## src/rtl/const_pkg.sv

```systemverilog
// Shared constants for the constant reverse-lookup search: table contents and FSM state type.
package const_pkg;

  typedef enum logic [1:0] {
    ST_IDLE,
    ST_SEARCH,
    ST_DONE
  } const_srch_state_t;

  localparam logic [7:0] CONST_TABLE [8] = '{
    8'd1, 8'd2, 8'd15, 8'hFF, 8'h7F, 8'd10, 8'd6, 8'd5
  };

endpackage

```

## src/rtl/const_f2i_search.sv

```systemverilog
// Sequential reverse lookup of an 8-bit constant in CONST_TABLE, one entry per cycle,
// reporting the lowest matching index.
module const_f2i_search
  import const_pkg::*;
#(
  parameter bit EARLY_EXIT = 1'b1
) (
  input  logic       clk,
  input  logic       reset_n,
  input  logic       start,
  input  logic [7:0] value_in,
  output logic       busy,
  output logic       done,
  output logic       hit,
  output logic [2:0] index_out
);

  const_srch_state_t state_q, state_d;
  logic [2:0] idx_q, idx_d;
  logic [7:0] value_q, value_d;
  logic       hit_q, hit_d;
  logic [2:0] index_q, index_d;
  logic       done_q, done_d;
  logic       match;
  logic       last;

  assign match = (CONST_TABLE[idx_q] == value_q);
  assign last  = (idx_q == 3'd7);

  // FSM: next state and the done pulse, registered one cycle after the DONE state
  always_comb begin
    state_d = state_q;
    done_d  = (state_q == ST_DONE);
    unique case (state_q)
      ST_IDLE:   if (start) state_d = ST_SEARCH;
      ST_SEARCH: if (last || (EARLY_EXIT && match)) state_d = ST_DONE;
      ST_DONE:   state_d = ST_IDLE;
      default:   state_d = ST_IDLE;
    endcase
  end

  // Datapath: operand latch, index counter and first-match capture
  always_comb begin
    idx_d   = idx_q;
    value_d = value_q;
    hit_d   = hit_q;
    index_d = index_q;
    unique case (state_q)
      ST_IDLE: begin
        if (start) begin
          value_d = value_in;
          idx_d   = '0;
          hit_d   = 1'b0;
          index_d = '0;
        end
      end
      ST_SEARCH: begin
        if (match && !hit_q) begin
          hit_d   = 1'b1;
          index_d = idx_q;
        end
        if (!(last || (EARLY_EXIT && match))) idx_d = idx_q + 3'd1;
      end
      default: ;
    endcase
  end

  always_ff @(posedge clk or negedge reset_n) begin
    if (!reset_n) begin
      state_q <= ST_IDLE;
      idx_q   <= '0;
      value_q <= '0;
      hit_q   <= 1'b0;
      index_q <= '0;
      done_q  <= 1'b0;
    end else begin
      state_q <= state_d;
      idx_q   <= idx_d;
      value_q <= value_d;
      hit_q   <= hit_d;
      index_q <= index_d;
      done_q  <= done_d;
    end
  end

  assign busy      = (state_q == ST_SEARCH);
  assign done      = done_q;
  assign hit       = hit_q;
  assign index_out = index_q;

endmodule

```

## config.mk

```make
export PLATFORM = sky130hd
export DESIGN_NAME = const_f2i_search
export DESIGN_NICKNAME = d
export VERILOG_FILES = /design/src/rtl/const_pkg.sv /design/src/rtl/const_f2i_search.sv
export SDC_FILE = /design/constraint.sdc
export NUM_CORES = 1
export LEC_CHECK = 0
export BUFFER_PORTS_ARGS = -buffer_cell sky130_fd_sc_hd__buf_2
export CAP_MARGIN = 20
export CORE_MARGIN = 5
export CORE_UTILIZATION = 50
export CTS_CLUSTER_DIAMETER = 30
export CTS_CLUSTER_SIZE = 8
export DETAILED_ROUTE_END_ITERATION = 7
export GPL_TIMING_DRIVEN = 0
export PLACE_DENSITY = 0.73
export SYNTH_ARGS = -nofsm -noshare
export SYNTH_HDL_FRONTEND = slang
export SYNTH_SLANG_ARGS = --single-unit
export TNS_END_PERCENT = 10
```

## constraint.sdc

```tcl
create_clock -name clk -period 4.4 [get_ports clk]
set_clock_uncertainty 0.1 [all_clocks]
set_input_delay 0.88 -clock clk [delete_from_list [all_inputs] [get_ports clk]]
set_output_delay 0.88 -clock clk [all_outputs]
set_load 0.01 [all_outputs]
```

==> reports/results.md, run 1 <==
| Parameter | Value |
|---|---|
| Critical setup path kind | register to register |
| Detailed Place HPWL | 1358 um |
| Most frequently used flop master after synthesis | dfrtp_1 |
| Post-Syn Nets | 115 |
| Portion of netlist area occupied by mux cells | 11.17% |
| Post-Route Setup TNS | 0 ns |
| Critical path endpoint category | register |
| Overflow left after global routing | 0 |
| Max Buffers Root-to-Sink | 2 |
| Async SR Flop Fraction | 100.0% |
| Fraction of the yosys area taken by sequential cells | 47.31% |
| Layout cell share with drive strength beyond 1 | 19.49% |
| Origin of the worst min-delay path | state_q[0] |
| Final critical-path share of the clock period | 53.74% |
| Die Span Y | 53.64 um |
| Number of cells in the design after placement | 140 |
| Maximum fanout along the worst path | 5 |
| Slew margin rel. | 70.75% |
| Multi-input logic area | 467.9 um^2 |
| Max-slew violation total from the final report | 0 |
| Initial antenna violation count | 0 |
| Xor-xnor portion of the synthesized cell area | 2.760% |
| Beginning of the critical path | idx_q[0] |
| # rows | 15 |
| Power per cell area | 739.7 nW/um^2 |
| I/O pin count | 17 |
| Via density per instance | 5.028 |
| Starting DRC count in detailed routing | 9 |
| Arrival time at the worst endpoint | 2.45 ns |
| Pin count of the biggest net entering global routing | 19 |
| Routed via count | 719 |
| Data required time at the worst endpoint | 4.49 ns |
| Top post-synthesis cells by count | 33 x nand2_1, 18 x dfrtp_1, 8 x mux2i_1 |
| Static Leak | 0.0005981 uW |
| Number of warning messages in the yosys log | 0 |
| Number of buffers inserted to repair setup after CTS | 0 |
| Simple logic cell fraction of the synthesized area | 21.94% |
| Reg clk slew, reported paths | 0.10 ns |
| Total of hold buffers inserted after clock tree synthesis | 0 |
| Crit start category | register |
| Post-layout nets | 136 |
| Worst reg-to-reg setup slack | 2.04 ns |
| Drt wl/cell | 12.63 um |
| TritonCTS clock tree | built |
| Most used standard cell by instance count after synthesis | nand2_1 |
| Initial Util | 53.97% |
| Number of instances in the synthesized netlist | 99 |
| Number of input and output port buffers inserted | 16 |
| Number of cells on the worst hold path | 1 |
| Final count of hold timing violations | 0 |
| WHS Endpoint | done |
| Worst supply voltage drop on vdd | 0.4369 mV |
| H-tree depth | 1 |
| Core area | 1764 um^2 |
| Biggest area contributors in the synthesized netlist | dfrtp_1 47%, nand2_1 13%, mux2i_1 8.4% |
| Cell area after technology mapping | 952.2 um^2 |
| Cell chosen for the clock root | clkbuf_4 |
| Number of sinks on the clock net | 18 |
| Final setup vio count | 0 |
| Average footprint of a synthesized cell | 9.618 um^2 |
| GP Congestion | 0.7173 |
| Share of Yosys cell area claimed by the top area cell type | 47.31% |
| Number of cells traversed by the worst register-to-register path | 7 |
| Slew at the pin with the worst max-slew slack | 0.4387 ns |
| Post-DRT Antenna Nets | 0 |
| Min Clock Period, post-route | 2.364 ns |
| Top achievable clock speed | 0.4229 GHz |
| Remaining routing DRC violations | 0 |
| Type of the worst min-delay path | register to register |
| Overall routed net length | 1806 um |
| Number of global-route vias before repair | 696 |
| Dominant combinational cell family by area after synthesis | simple AND/OR/NAND/NOR gates |
| Total GRT Usage | 15.68% |
| Run status | finished, final reports clean |
| Cell taking the most area after synthesis | dfrtp_1 |
| Number of enable flip-flop cells after synthesis | 0 |
| Insertion delay of the later-clocked pin in the worst-skew pair | 0.29 ns |
| Die outline width | 53.64 um |
| Number of synthesized register bits | 18 |
| Area growth from synthesis to layout | 14.06% |
| Share of the synthesized area in compound gates (AO/OA/AOI/OAI) | 6.702% |
| Antenna diodes | 0 |
| Detailed Routing Iterations Pass 1 | 4 |
| First-pass GRT wire length | 3118 um |
| Number of library cell types mapped by synthesis | 25 |
| Register cell area after layout | 450.4 um^2 |
| Worst reg2reg endpoint | idx_q[1] |
| Critical register-to-register path startpoint | idx_q[0] |
| Number of buffers added by the clock tree synthesis step | 3 |
| Max-cap viol count | 0 |
| Number of inserted filler cells in the final layout | 178 |
| RSZ-0062 raised after global routing | no |
| Finished Layout Cells | 143 |
| Total Die Area | 2877 um^2 |
| Post-cts repair resize count | 0 |
| Post-synthesis share of cell area spent on full adders, half adders and majority gates | 6.570% |
==> placed cells by master, fill, tap and decap left out, types with 2 or more instances in the layout <==
master     n
nor2_1     5
buf_2     16
mux2i_1    8
clkbuf_1   2
nand2_1   33
nand2b_1   3
a21oi_1    3
ha_1       5
nor3_1     2
clkbuf_4   3
dfrtp_1   18
xnor2_1    2
inv_1      4
==> routing by layer <==
layer	global-route usage (%)	vias to the layer above	wire [um]
met3	3.878	7	97
met1	18.78	334	793
met2	25.51	16	854
li1	-	362	-
met4	8.936	0	61
met5	0	-	0
==> cells by family (layout without fill, tap and decap cells) <==
family          Yosys count  after routing
xor+xnor                  3              3
buf+inv                   7             26
simple gates             48             48
flops                    18             18
compound gates            8              8
mux                      10             10
fa+ha+maj                 5              5
==> registers in the layout, summed over array words and instances, names as in the netlist <==
register   count
done           1
hit            1
idx_q          3
index_out      3
state_q        2
value_q        8
==> metrics by stage <==
stage / total power (uW) / utilization [%] / worst slack [ns] / area, um^2 / hold slack, ns
3_3_place_gp: 705.0 / 60.28 / 2.129 / 1064 / 0.3400
3_5_place_dp: 726.0 / 60.28 / 2.084 / 1064 / 0.3481
2_1_floorplan: 622.3 / - / 2.221 / 952.2 / 0.3266
6_report: 803.4 / 61.56 / 2.036 / 1086 / 0.3608
4_1_cts: 811.1 / 61.56 / 2.042 / 1086 / 0.3643
5_1_grt: 882.3 / 61.56 / 1.931 / 1086 / 0.3946
==> how the worst max path moves through the flow <==
stage / endpoint / depth (start not counted) / slack [ns]
after detailed placement: idx_q[1] / 7 / 2.08
after floorplan: idx_q[1] / 7 / 2.22
after global routing: idx_q[1] / 7 / 1.93
after global placement: idx_q[1] / 7 / 2.13
after CTS: idx_q[1] / 7 / 2.04
final: idx_q[1] / 7 / 2.04
==> critical path, stage by stage (launching register included) <==
cell and delay, ns:
dfrtp_1 0.43, inv_1 0.08, ha_1 0.34, a21boi_0 0.17
mux2i_1 0.14, or4_4 0.46, o21ai_4 0.22, mux2_4 0.32
==> final cells by class <==
type | count | area share (%)
buffer | 3 | 1.728
clock buffer | 3 | 2.074
inverter | 4 | 1.382
multi-input combinational | 74 | 43.09
sequential | 18 | 41.47
tap | 25 | 2.880
timing repair buffer | 16 | 7.373
==> power breakdown <==
part	leakage [uW]	total (uW)	internal, uW	switching [uW]
clock	0.0000138	81.2	31.9	49.3
combinational	0.000355	428	199	230
sequential	0.000229	294	238	55.7
total	0.000598	803	469	335
No activity file was read; power rests on OpenSTA's default activity.
==> run 2, diff against run 1 <==
==> constraint.sdc (replaced) <==
create_clock -name clk -period 2.42 [get_ports clk]
set_clock_uncertainty 0.1 [all_clocks]
set_input_delay 0.484 -clock clk [delete_from_list [all_inputs] [get_ports clk]]
set_output_delay 0.484 -clock clk [all_outputs]
set_load 0.01 [all_outputs]
==> run 2 against run 1 <==
- global-route usage did not move
- first-iteration DRC count fell by 56%
- critical path type unchanged
- register-to-register slack got worse by 2.0 ns
- sequential power up 82%
==> reports/results.md, run 2 (same netlist as run 1, synthesis figures left out) <==
| Parameter | Value | Change |
|---|---|---|
| H-tree depth | 1 | unchanged |
| Worst setup slack after layout | 0.08504 ns | was 2.036 ns |
| TritonCTS clock tree | built | unchanged |
| Post-DRT Antenna Nets | 0 | unchanged |
| Number of sinks on the clock net | 18 | unchanged |
| Die Span Y | 53.64 um | unchanged |
| Number of cells in the design after placement | 140 | unchanged |
| Number of input and output port buffers inserted | 16 | unchanged |
| # rows | 15 | unchanged |
| Post-Route Setup TNS | 0 ns | unchanged |
| Die outline width | 53.64 um | unchanged |
| Crit start category | register | unchanged |
| Remaining routing DRC violations | 0 | unchanged |
| Number of cells traversed by the worst register-to-register path | 7 | unchanged |
| Finished Layout Cells | 145 | was 143 |
| Detailed Place HPWL | 1358 um | unchanged |
| Fraction of power spent switching nets | 41.39% | was 41.64% |
| Reg clk slew, reported paths | 0.10 ns | about the same |
| Worst reg2reg endpoint | idx_q[1] | unchanged |
| Type of the worst min-delay path | primary input to async pin | was register to register |
| Worst supply voltage drop on vdd | 0.8000 mV | was 0.4369 mV |
| First-pass GRT wire length | 3118 um | unchanged |
| Min Clock Period, post-route | 2.335 ns | was 2.364 ns |
| Antenna diodes | 0 | unchanged |
| Starting DRC count in detailed routing | 4 | was 9 |
| Post-layout nets | 138 | was 136 |
| Total GRT Usage | 15.68% | unchanged |
| Final count of hold timing violations | 0 | unchanged |
| Final setup vio count | 0 | unchanged |
| Static Leak | 0.0006079 uW | was 0.0005981 uW |
| Number of buffers added by the clock tree synthesis step | 3 | unchanged |
| Critical setup path kind | register to register | unchanged |
| Combinational Power Share | 54.4% | was 53.3% |
| Layout cell share with drive strength beyond 1 | 20.83% | was 19.49% |
| Insertion delay of the later-clocked pin in the worst-skew pair | 0.29 ns | about the same |
| Internal Dissipation | 878.6 uW | was 468.8 uW |
| Leading cell types in the layout, fill and taps excluded | 33 x nand2_1, 18 x dfrtp_1, 16 x buf_2, 8 x mux2i_1 | unchanged |
| Initial antenna violation count | 0 | unchanged |
| Top achievable clock speed | 0.4283 GHz | was 0.4229 GHz |
| Maximum fanout along the worst path | 5 | unchanged |
| Drt wl/cell | 12.86 um | was 12.63 um |
| Cell chosen for the clock root | clkbuf_4 | unchanged |
| Max-cap viol count | 0 | unchanged |
| Power per cell area | 1362 nW/um^2 | was 739.7 nW/um^2 |
| Routed via count | 734 | was 719 |
| Beginning of the critical path | idx_q[0] | unchanged |
| Initial Util | 53.97% | unchanged |
| Detailed Routing Iterations Pass 1 | 4 | unchanged |
| Max Buffers Root-to-Sink | 2 | unchanged |
| Largest Register | value_q | unchanged |
| Area growth from synthesis to layout | 15.64% | was 14.06% |
| Slew margin rel. | 70.66% | was 70.75% |
| Critical path endpoint category | register | unchanged |
| Total Die Area | 2877 um^2 | unchanged |
| Largest register FFs | 8 | unchanged |
| Overall routed net length | 1864 um | was 1806 um |
| Run status | finished, final reports clean | unchanged |
| Sequential Power Share | 35.7% | was 36.6% |
| Slew at the pin with the worst max-slew slack | 0.4401 ns | was 0.4387 ns |
| GP Congestion | 0.7173 | unchanged |
| I/O pin count | 17 | unchanged |
| Post-cts repair resize count | 0 | unchanged |
| Via density per instance | 5.062 | was 5.028 |
| Setup slack at placement | 0.1044 ns | was 2.084 ns |
| Overflow left after global routing | 0 | unchanged |
| Clock Power Share | 9.9% | was 10.1% |
| Critical register-to-register path startpoint | idx_q[0] | unchanged |
| Hold_ws | 0.002553 ns | was 0.3608 ns |
| Number of global-route vias before repair | 696 | unchanged |
| Reported net switching power | 620.5 uW | was 334.5 uW |
| Worst reg-to-reg setup slack | 0.09 ns | was 2.04 ns |
| Leading cell type in the layout, fill and taps excluded | nand2_1 | unchanged |
| Arrival time at the worst endpoint | 2.42 ns | was 2.45 ns |
| Final critical-path share of the clock period | 96.49% | was 53.74% |
| Pin count of the biggest net entering global routing | 19 | unchanged |
| Max-slew violation total from the final report | 0 | unchanged |
| Data required time at the worst endpoint | 2.51 ns | was 4.49 ns |
| Core area | 1764 um^2 | unchanged |
-- run 2: cell type report --
| cell class | count | area [um^2] |
|---|---|---|
| well taps | 25 | 31.28 |
| inverters | 4 | 15.01 |
| repair buffers | 18 | 95.09 |
| plain buffers | 3 | 18.77 |
| fillers | 176 | 663.1 |
| multi-input cells | 74 | 467.9 |
| flip-flops and latches | 18 | 450.4 |
| clock buffers | 3 | 22.52 |
-- run 2: how the worst max path moves through the flow --
stage / cells past startpoint / end
4_1_cts: 7 / idx_q[1]
5_1_grt: 7 / idx_q[1]
2_1_floorplan: 7 / idx_q[1]
6_report: 7 / idx_q[1]
3_3_place_gp: 7 / idx_q[1]
3_5_place_dp: 7 / idx_q[1]
-- run 2: metrics by stage --
step                util (%)  power [uW]  area, um^2
CTS                    61.56        1475        1086
floorplan                  -        1131       952.2
finish                 62.41        1499        1101
detailed placement     60.28        1320        1064
global route           62.41        1639        1101
global placement       60.28        1282        1064
-- run 2: what timing repair did --
action                                  in CTS  in global routing
hold buffers                                 0                  0
endpoints found under the setup margin       0                  1
setup buffers                                0                  2
-- run 2: worst max-delay path, stage by stage (launching register included) --
cell      delay (ns)
dfrtp_1         0.43
inv_1           0.08
ha_1            0.33
a21boi_0        0.17
mux2i_1         0.14
or4_4           0.46
o21ai_4         0.20
mux2_4          0.31
-- run 2: power groups by stage --
stage	sequential, uW	clock, uW	combinational (uW)
floorplan	533	0	599
global placement	533	0	749
detailed placement	541	0	779
CTS	534	153	788
global route	553	170	915
finish	535	148	816
-- run 2: per-layer routing --
metal	vias to the layer above	track usage [%]	wire, um
met5	-	0	0
met3	7	3.878	98
met4	0	8.936	60
met1	345	18.78	816
li1	366	-	-
met2	16	25.51	888
==> run 3, diff against run 2 <==
--- a/config.mk
+++ b/config.mk
@@ -5,6 +5,7 @@
 export SDC_FILE = /design/constraint.sdc
 export NUM_CORES = 1
 export LEC_CHECK = 0
+export ABC_AREA = 1
 export BUFFER_PORTS_ARGS = -buffer_cell sky130_fd_sc_hd__buf_2
 export CAP_MARGIN = 20
 export CORE_MARGIN = 5
@@ -13,7 +14,7 @@
 export CTS_CLUSTER_SIZE = 8
 export DETAILED_ROUTE_END_ITERATION = 7
 export GPL_TIMING_DRIVEN = 0
-export PLACE_DENSITY = 0.73
+export PLACE_DENSITY = 0.72
 export SYNTH_ARGS = -nofsm -noshare
 export SYNTH_HDL_FRONTEND = slang
 export SYNTH_SLANG_ARGS = --single-unit
==> run 3 against run 2 <==
- fmax rose by 19%
- sequential power fell by 5.6%
- synthesized cell count rose by 36%
- sequential share of layout area fell by 3.4 points
- highest routed layer unchanged
==> reports/results.md, run 3 <==
| Parameter | Value | Change |
|---|---|---|
| Global-route track usage on met1 | 18.23% | was 18.78% |
| Initial Util | 53.03% | was 53.97% |
| Via density per instance | 4.753 | was 5.062 |
| Top achievable clock speed | 0.5117 GHz | was 0.4283 GHz |
| Number of sinks on the clock net | 18 | unchanged |
| Post-Route Setup TNS | 0 ns | unchanged |
| Arrival time at the worst endpoint | 2.05 ns | was 2.42 ns |
| Dominant combinational cell family by area after synthesis | simple AND/OR/NAND/NOR gates | unchanged |
| Initial antenna violation count | 0 | unchanged |
| Final setup vio count | 0 | unchanged |
| Slew margin rel. | 72.80% | was 70.66% |
| Power per cell area | 1208 nW/um^2 | was 1362 nW/um^2 |
| Post-cts repair resize count | 0 | unchanged |
| Post-synthesis share of cell area spent on full adders, half adders and majority gates | 5.952% | was 6.570% |
| Data required time at the worst endpoint | 2.51 ns | about the same |
| Pin count of the biggest net entering global routing | 19 | unchanged |
| Starting DRC count in detailed routing | 17 | was 4 |
| Number of global-route vias before repair | 775 | was 696 |
| Number of warning messages in the yosys log | 0 | unchanged |
| Worst supply voltage drop on vdd | 0.6568 mV | was 0.8000 mV |
| Type of the worst min-delay path | primary input to async pin | unchanged |
| Cell area after placement | 1165 um^2 | was 1064 um^2 |
| Critical path endpoint category | register | unchanged |
| Most frequently used flop master after synthesis | dfrtp_1 | unchanged |
| Max Buffers Root-to-Sink | 2 | unchanged |
| Static Leak | 0.0006808 uW | was 0.0006079 uW |
| # rows | 16 | was 15 |
| Leading cell types in the layout, fill and taps excluded | 48 x nand2_1, 18 x dfrtp_1, 16 x inv_1, 16 x buf_2 | was 33 x nand2_1, 18 x dfrtp_1, 16 x buf_2, 8 x mux2i_1 |
| Met2 track demand over resource | 20.95% | was 25.51% |
| Number of synthesized register bits | 18 | unchanged |
| Slew at the pin with the worst max-slew slack | 0.4080 ns | was 0.4401 ns |
| Routed via count | 865 | was 734 |
| Min Clock Period, post-route | 1.954 ns | was 2.335 ns |
| Insertion delay of the later-clocked pin in the worst-skew pair | 0.29 ns | about the same |
| Most used standard cell by instance count after synthesis | nand2_1 | unchanged |
| Final critical-path share of the clock period | 80.76% | was 96.49% |
| I/O pin count | 17 | unchanged |
| Core area | 1982 um^2 | was 1764 um^2 |
| Die outline width | 55.85 um | was 53.64 um |
| Post-DRT Antenna Nets | 0 | unchanged |
| Post-layout nets | 172 | was 138 |
| Overflow left after global routing | 0 | unchanged |
| Cell area after technology mapping | 1051 um^2 | was 952.2 um^2 |
| Top post-synthesis cells by count | 48 x nand2_1, 18 x dfrtp_1, 16 x inv_1 | was 33 x nand2_1, 18 x dfrtp_1, 8 x mux2i_1 |
| Number of buffers added by the clock tree synthesis step | 3 | unchanged |
| Die Span Y | 55.85 um | was 53.64 um |
| Total power | 1451 uW | was 1499 uW |
| Portion of netlist area occupied by mux cells | 0% | was 11.17% |
| RSZ-0062 raised after global routing | no |  |
| TritonCTS clock tree | built | unchanged |
| Reg clk slew, reported paths | 0.11 ns | was 0.10 ns |
| Number of library cell types mapped by synthesis | 21 | was 25 |
| Run status | finished, final reports clean | unchanged |
| Number of inserted filler cells in the final layout | 179 | was 176 |
| Detailed Routing Iterations Pass 1 | 4 | unchanged |
| H-tree depth | 1 | unchanged |
| Post-Syn Nets | 151 | was 115 |
| Maximum fanout along the worst path | 5 | unchanged |
| Xor-xnor portion of the synthesized cell area | 0% | was 2.760% |
| Cell taking the most area after synthesis | dfrtp_1 | unchanged |
| GP Congestion | 0.8351 | was 0.7173 |
| Share of Yosys cell area claimed by the top area cell type | 42.86% | was 47.31% |
| Final cell area excluding filler cells | 1201 um^2 | was 1101 um^2 |
| Total of hold buffers inserted after clock tree synthesis | 0 | unchanged |
| Final count of hold timing violations | 0 | unchanged |
| Number of buffers inserted to repair setup after CTS | 0 | unchanged |
| Cell chosen for the clock root | clkbuf_4 | unchanged |
| Total Die Area | 3119 um^2 | was 2877 um^2 |
| Async SR Flop Fraction | 100.0% | unchanged |
| Number of input and output port buffers inserted | 16 | unchanged |
| Layout cell share with drive strength beyond 1 | 23.87% | was 20.83% |
| Max-cap viol count | 0 | unchanged |
| Leading cell type in the layout, fill and taps excluded | nand2_1 | unchanged |
| Most utilized layer in the global route result | met2 | unchanged |
| Area growth from synthesis to layout | 14.29% | was 15.64% |
| Fraction of the yosys area taken by sequential cells | 42.86% | was 47.31% |
| Total GRT Usage | 13.20% | was 15.68% |
| Simple logic cell fraction of the synthesized area | 38.45% | was 21.94% |
| Overall routed net length | 1948 um | was 1864 um |
| Number of instances in the synthesized netlist | 135 | was 99 |
| Antenna diodes | 0 | unchanged |
| Biggest area contributors in the synthesized netlist | dfrtp_1 43%, nand2_1 17%, ha_1 6.0% | was dfrtp_1 47%, nand2_1 13%, mux2i_1 8.4% |
| First-pass GRT wire length | 3360 um | was 3118 um |
| Remaining routing DRC violations | 0 | unchanged |
| Largest register FFs | 8 | unchanged |
| Share of the synthesized area in compound gates (AO/OA/AOI/OAI) | 3.810% | was 6.702% |
| Drt wl/cell | 10.70 um | was 12.86 um |
| Largest Register | value_q | unchanged |
| Critical setup path kind | register to register | unchanged |
| Average footprint of a synthesized cell | 7.785 um^2 | was 9.618 um^2 |
| Detailed Place HPWL | 1500 um | was 1358 um |
| Crit start category | register | unchanged |
| Number of enable flip-flop cells after synthesis | 0 | unchanged |
| Max-slew violation total from the final report | 0 | unchanged |
| Met3 track demand over resource in global routing | 2.320% | was 3.878% |
## run 3: changes by cell type in the layout (fill, tap and decap cells not counted), moves of 3 or more
| cell | delta |
|---|---|
| nand2_1 | +15 |
| o21ai_0 | +4 |
| nand2b_1 | -3 |
| nor2_1 | +5 |
| nand3_1 | +10 |
| inv_1 | +12 |
| mux2i_1 | -8 |
| nand2_2 | +6 |
| o21ai_1 | +3 |
## run 3: report_power, final
group | internal (uW) | switching (uW)
clock | 91.6 | 96.3
sequential | 418 | 87.4
combinational | 289 | 469
total | 799 | 652
## run 3: per-layer routing
metal | vias up | part of all wire [%]
li1 | 454 | -
met1 | 395 | 48
met2 | 12 | 47
met3 | 4 | 4.1
met4 | 0 | 1.0
met5 | - | 0
## run 3: kinds of logic (layout without fill, tap and decap cells)
family	after synthesis	after routing
DFF	18	18
buffers and inverters	21	41
AOI/OAI and AO/OA	8	8
adders and majority gates	5	5
and+or+nand+nor	83	83
## run 3: final timing paths
check,startpoint,endpoint,slack [ns],depth (start not counted)
worst max-delay path,idx_q[0],idx_q[0],0.47,13
worst min-delay path,reset_n,value_q[1],0.0004,1
worst max register to register,idx_q[0],idx_q[0],0.47,13
worst min register to register,state_q[0],done,0.35,1
max in group asynchronous,reset_n,index_out[1],1.93,1
min in group clk,value_in[0],value_q[0],0.27,3
## run 3: worst max-delay path, stage by stage (launching register included)
cell and delay [ns]:
dfrtp_1 0.45, ha_1 0.28, ha_1 0.21, inv_1 0.05, nand2_1 0.05, nand2_1 0.05
nor2_1 0.10, nand2_1 0.09, nor2_4 0.11, nand3_2 0.11, nand3_4 0.11, nand2_4 0.06
nand2_1 0.06, nand2_1 0.04
## run 3: cell type report
| class | count | area (um^2) | area share (%) |
|---|---|---|---|
| Buffer | 3 | 18.77 | 1.563 |
| Tap cell | 27 | 33.78 | 2.813 |
| Multi-Input combinational cell | 96 | 506.7 | 42.19 |
| Inverter | 18 | 75.07 | 6.250 |
| Sequential cell | 18 | 450.4 | 37.50 |
| Timing Repair Buffer | 16 | 80.08 | 6.667 |
| Clock buffer | 4 | 36.28 | 3.021 |
## run 3: through the flow
step	hold WS (ns)	setup slack, ns	cells	util, %
4_1_cts	0.01494	0.4375	182	60.61
3_5_place_dp	0.3381	0.4568	178	58.78
5_1_grt	0.02530	0.2853	182	60.61
2_1_floorplan	0.08841	0.6585	135	-
3_3_place_gp	0.3270	0.4850	178	58.78
6_report	0.0004159	0.4657	182	60.61
